### src/rtl/fifo_proc_sched.sv
// fifo_proc_sched
// Sequencing controller in front of the input sample FIFO.
//   - BOOT counts 2^RST_CNT_W-1 clocks, RELEASE pulses rst_proc for one cycle,
//     then RUN (terminal until reset).
//   - In RUN, paces source samples into the FIFO once every max(period,1)
//     cycles, throttled by fifo_full or the high watermark.
//   - In RUN, arbitrates FIFO reads between main core (bit0) and DTW core
//     (bit1) with round-robin priority and a mandatory idle cycle per grant.
//
// State table:
//   state   | meaning
//   BOOT    | boot counter running, no FIFO traffic
//   RELEASE | one cycle, rst_proc high, period counter loads
//   RUN     | paced writes and arbitrated reads
//
// Ports:
//   clk, rst_geral            clock, async active-high reset
//   src_data/valid/ready      streaming source handshake (ready = consume pulse)
//   period                    write period in cycles (0 behaves as 1)
//   fifo_data/wrreq           registered write data and write pulse
//   fifo_full/empty/usedw     FIFO status
//   fifo_rdreq, gnt           read pulse and one-hot grant (bit0 main, bit1 DTW)
//   req_in                    read requests
//   rst_proc                  processor-release pulse
//   state                     0 BOOT, 1 RELEASE, 2 RUN
//   stall_cnt                 saturating count of blocked write ticks
module fifo_proc_sched #(
  parameter int DW        = 16,
  parameter int RST_CNT_W = 14,
  parameter int USEDW_W   = 7,
  parameter int PERIOD_W  = 16,
  parameter int HI_WM     = 120
) (
  input  logic                clk,
  input  logic                rst_geral,
  input  logic [DW-1:0]       src_data,
  input  logic                src_valid,
  output logic                src_ready,
  input  logic [PERIOD_W-1:0] period,
  output logic [DW-1:0]       fifo_data,
  output logic                fifo_wrreq,
  input  logic                fifo_full,
  input  logic                fifo_empty,
  input  logic [USEDW_W-1:0]  fifo_usedw,
  output logic                fifo_rdreq,
  input  logic [1:0]          req_in,
  output logic [1:0]          gnt,
  output logic                rst_proc,
  output logic [1:0]          state,
  output logic [15:0]         stall_cnt
);

  localparam logic [1:0] S_BOOT    = 2'd0;
  localparam logic [1:0] S_RELEASE = 2'd1;
  localparam logic [1:0] S_RUN     = 2'd2;
  localparam logic [31:0] HI_WM_U  = HI_WM;

  logic [RST_CNT_W-1:0] boot_cnt;
  logic [PERIOD_W-1:0]  per_cnt;
  logic [PERIOD_W-1:0]  period_eff;
  logic                 rr_ptr;     // 0 favours main core, 1 favours DTW core
  logic                 tick;
  logic                 wr_ok;
  logic                 rd_go;
  logic                 winner;

  assign period_eff = (period == '0) ? PERIOD_W'(1) : period;
  assign tick       = (state == S_RUN) && (per_cnt == PERIOD_W'(1));
  assign wr_ok      = !fifo_full && (32'(fifo_usedw) < HI_WM_U);
  // fifo_rdreq high means the grant cycle is in progress: the next cycle is idle.
  assign rd_go      = (state == S_RUN) && !fifo_rdreq && !fifo_empty && (req_in != 2'b00);
  assign winner     = (req_in == 2'b11) ? rr_ptr : req_in[1];

  always_ff @(posedge clk or posedge rst_geral) begin
    if (rst_geral) begin
      state      <= S_BOOT;
      boot_cnt   <= '0;
      per_cnt    <= '0;
      rst_proc   <= 1'b0;
      src_ready  <= 1'b0;
      fifo_wrreq <= 1'b0;
      fifo_data  <= '0;
      stall_cnt  <= '0;
      fifo_rdreq <= 1'b0;
      gnt        <= 2'b00;
      rr_ptr     <= 1'b0;
    end else begin
      rst_proc   <= 1'b0;
      src_ready  <= 1'b0;
      fifo_wrreq <= 1'b0;
      fifo_rdreq <= 1'b0;
      gnt        <= 2'b00;

      case (state)
        S_BOOT: begin
          if (boot_cnt == '1) begin
            state    <= S_RELEASE;
            rst_proc <= 1'b1;
          end else begin
            boot_cnt <= boot_cnt + 1'b1;
          end
        end
        S_RELEASE: begin
          state   <= S_RUN;
          per_cnt <= period_eff;
        end
        default: ;
      endcase

      if (state == S_RUN) begin
        if (tick) begin
          per_cnt <= period_eff;
          if (src_valid) begin
            if (wr_ok) begin
              fifo_wrreq <= 1'b1;
              fifo_data  <= src_data;
              src_ready  <= 1'b1;
            end else if (stall_cnt != 16'hFFFF) begin
              stall_cnt <= stall_cnt + 1'b1;
            end
          end
        end else begin
          per_cnt <= per_cnt - 1'b1;
        end

        if (rd_go) begin
          fifo_rdreq <= 1'b1;
          gnt        <= winner ? 2'b10 : 2'b01;
          rr_ptr     <= ~winner;
        end
      end
    end
  end

endmodule

### config.mk
export PLATFORM = sky130hd
export DESIGN_NAME = fifo_proc_sched
export DESIGN_NICKNAME = d
export VERILOG_FILES = /design/src/rtl/fifo_proc_sched.sv
export SDC_FILE = /design/constraint.sdc
export NUM_CORES = 1
export LEC_CHECK = 0
export BUFFER_PORTS_ARGS = -buffer_cell sky130_fd_sc_hd__buf_2
export CAP_MARGIN = 20
export CORE_ASPECT_RATIO = 1.75
export CORE_MARGIN = 2
export CORE_UTILIZATION = 30
export CTS_CLUSTER_SIZE = 30
export DETAILED_ROUTE_END_ITERATION = 7
export GPL_TIMING_DRIVEN = 0
export SETUP_SLACK_MARGIN = 0.02
export SKIP_LAST_GASP = 1
export SLEW_MARGIN = 25
export SYNTH_ARGS = -nofsm -noshare
export SYNTH_HDL_FRONTEND = slang
export SYNTH_SLANG_ARGS = --single-unit
export TNS_END_PERCENT = 5
### constraint.sdc
create_clock -name clk -period 3 [get_ports clk]
set_input_delay 0.6 -clock clk [delete_from_list [all_inputs] [get_ports clk]]
set_output_delay 0.6 -clock clk [all_outputs]
set_load 0.05 [all_outputs]
==> results by group <==
Power and ir drop
  – Combinational share of power: 0.029
  – PD cells: about 480 mW/mm2
  – LEAKAGE: around 2.2 nW
  – Int Pwr: 1.69 mW
  – Seq pwr share: 0.442
  – Power share of the clock group: 0.529
  – Net Sw Frac: 0.207
  – Peak supply drop: 0.239 mV
  – NetSw: 0.443 mW

Drt
  – Vias per inst: about 5
  – Drt wl/cell: 15.0 um
  – Final WL: 8.45 mm
  – Initial DRC Count: 110
  – Remaining DRCs: 0
  – Drt pass-1 iters: 4
  – Routed Antenna Nets: 0
  – Via count: approximately 2800

Finish
  – Layout cell share with drive strength beyond 1: 0.319
  – Area taken by multi-input logic gates: 0.00166 mm2
  – Area Growth Syn to Fin: 25.7%
  – Fillcell total: between 1000 and 1500
  – Final Net Count: 478
  – Commonest non-fill, non-tap cell in the layout: buf_2
  – Fin cells: between 500 and 600
  – Most frequent cells in the layout: 84 x buf_2, 70 x dfrtp_1, 26 x nand2_1, 21 x nand3_1, 20 x inv_1
  – N_diodes: 0
  – Sequential cell area: 0.00175 mm2
  – Final core occ: 0.386

Logic synthesis
  – Mapped cell area: 0.00355 mm2
  – Yosys top cell by area: dfrtp_1
  – Yosys top cell area share: 0.493
  – Synthesized net count: between 300 and 400
  – Syn_area_per_cell: between 10 and 15 um2
  – Main flop type after synthesis: dfrtp_1
  – Synth warn: 0
  – Post-synth EDFFs: 0
  – Top post-synthesis cells by area: dfrtp_1 49%, mux2_2 6.0%, xor2_1 3.7%
  – FFs w/ async S/R, synth: 1.00
  – Count of cell types in the netlist: 57
  – Synthesized instance count: 331
  – Register area share after synthesis: 0.493
  – Seq cells post-synth: 70

Clock tree
  – H-tree depth reported by CTS: 3
  – Post-CTS Repair Setup Buffers: 0
  – CTS tree: done
  – Clock-pin slew on the worst setup and hold paths: 0.06 ns
  – Worst-skew pair later-pin latency: ~0.33 ns
  – Post-CTS Resized: 0
  – CTS buffer count: 9
  – Hold_buf cts: 0
  – Clk buf depth: 2
  – CTS Root Cell: clkbuf_16
  – # clock sinks: 70

Worst setup path
  – Arrival time at the worst endpoint: 2.71 ns
  – Worst path required time: 3.25 ns
  – CP max FO: 10
  – Nature of the critical path endpoint: register
  – Crit Path Class: register to register
  – CP Launch Type: register

Placement
  – GP Congestion: 0.797
  – HPWL after detailed placement: 6.41 mm
  – Placed Cells incl. Taps: ~550
  – Port Buffers: 82
  – Placement Setup Slack: 0.549 ns

Global routing
  – GRT Residual Overflow: 0
  – Largest net degree at the start of global routing: 37
  – Vias in the first global route: 2986
  – Initial antenna violation count: 0
  – Total track usage: 0.139
  – First-pass GRT wire length: between 10 and 15 mm

Timing
  – Final slew viol count: 0
  – Fmax: 407 MHz
  – Final hold slack: 0.299 ns
  – Final Cycle Share: 0.819
  – Final worst setup slack: 0.543 ns
  – Endpoints failing setup: 0
  – Max_slew headroom: 0.351
  – Worst Max-Slew Pin Slew: 0.961 ns
  – Sum Neg Setup Slack: 0 ns
  – RSZ-0062 raised after global routing: false
  – Final hold vios: 0
  – Post-route minimum period: 2.46 ns
  – Clock Skews: roughly 0.0075 ns

Floorplanning
  – Die Y: roughly 150 um
  – Die width: 86.3 um
  – Die ar.: 0.0128 mm2
  – Core area: 0.0116 mm2
  – I/O Pins: 86
  – Site Rows: 52
  – Initial Util: 0.307

Job
  – Maxcap violations: 0

Status
  – Run status: complete, no violations

Worst hold path
  – Worst Hold Class: primary input to asynchronous set/reset pin
==> state kept, by name (all words and copies together), names as in the netlist <==
register	count
boot_cnt	14
fifo_data	16
fifo_rdreq	1
fifo_wrreq	1
gnt	2
per_cnt	16
rr_ptr	1
rst_proc	1
stall_cnt	16
state	2
==> layer usage <==
| metal | routed length [um] | track usage | vias up |
|---|---|---|---|
| li1 | - | - | 1376 |
| met1 | 3200 | 0.151 | 1374 |
| met2 | 4710 | 0.256 | 75 |
| met3 | 321 | 0.0262 | 18 |
| met4 | 218 | 0.0641 | 0 |
| met5 | 0 | 0 | - |
==> synth_stat cells (2+ instances only) <==
| master | n |
|---|---|
| dfrtp_1 | 70 |
| nand2_1 | 26 |
| inv_1 | 21 |
| nand3_1 | 21 |
| mux2_2 | 19 |
| nor2_1 | 15 |
| xor2_1 | 15 |
| nor3_1 | 12 |
| xnor2_1 | 12 |
| mux2i_1 | 11 |
| nand4_1 | 10 |
| o21ai_0 | 10 |
| a22oi_1 | 7 |
| ha_1 | 7 |
| nor4_1 | 7 |
| clkbuf_1 | 6 |
| and3_1 | 4 |
| nor4_2 | 4 |
| and4_1 | 3 |
| a21oi_1 | 2 |
| a31oi_1 | 2 |
| and2_1 | 2 |
| and4b_1 | 2 |
| buf_2 | 2 |
| buf_6 | 2 |
| nand4b_1 | 2 |
| nor2b_1 | 2 |
| nor3_2 | 2 |
| nor3b_1 | 2 |
| nor4b_1 | 2 |
| o21a_1 | 2 |
| or2_2 | 2 |
==> final cells by class <==
type / count / area share
timing repair buffer: 83 / 0.0963
tap: 135 / 0.0378
multi-input combinational: 228 / 0.371
clock buffer: 9 / 0.0504
inverter: 21 / 0.0182
buffer: 12 / 0.0148
clock inverter: 6 / 0.0196
sequential: 70 / 0.392
==> through the flow <==
step	power (mW)	cell area, um2
4_1_cts	2.16	4470
3_5_place_dp	1.03	4160
6_report	2.14	4470
5_1_grt	2.20	4470
2_1_floorplan	0.983	3550
3_3_place_gp	1.02	4130
==> cell families (layout without fill, tap and decap cells) <==
logic type | after synthesis | in the layout | synth area share
simple gates | 126 | 126 | 0.208
flops | 70 | 70 | 0.493
compound gates | 38 | 38 | 0.0761
buf+inv | 33 | 131 | 0.0408
mux | 30 | 30 | 0.0912
xor+xnor | 27 | 27 | 0.0666
fa+ha+maj | 7 | 7 | 0.0246
==> worst max-delay path, stage by stage (launching register included) <==
cell and delay (ns):
dfrtp_1 0.41, nor3_2 0.44, nand3_1 0.22, or4_4 0.59, buf_6 0.15, buf_6 0.13, nor4_2 0.28, xnor2_1 0.15
==> worst paths after layout <==
kind	start	to	slack, ns	cells after the start
max in group asynchronous	rst_geral	gnt[1]	2.15	3
worst max-delay path	per_cnt[11]	stall_cnt[14]	0.54	7
min in group clk	boot_cnt[12]	boot_cnt[12]	0.47	1
worst min-delay path	rst_geral	per_cnt[2]	0.30	2
worst max register to register	per_cnt[11]	stall_cnt[14]	0.54	7
worst min register to register	boot_cnt[12]	boot_cnt[12]	0.47	1
==> power by group through the flow <==
stage               Clock (mW)  Sequential [mW]  Combinational [mW]
global route              1.18            0.944              0.0710
CTS                       1.15            0.944              0.0646
detailed placement           0            0.961              0.0644
global placement             0            0.962              0.0593
floorplan                    0            0.961              0.0216
finish                    1.13            0.944              0.0622
(Power assumes the default switching activity.)
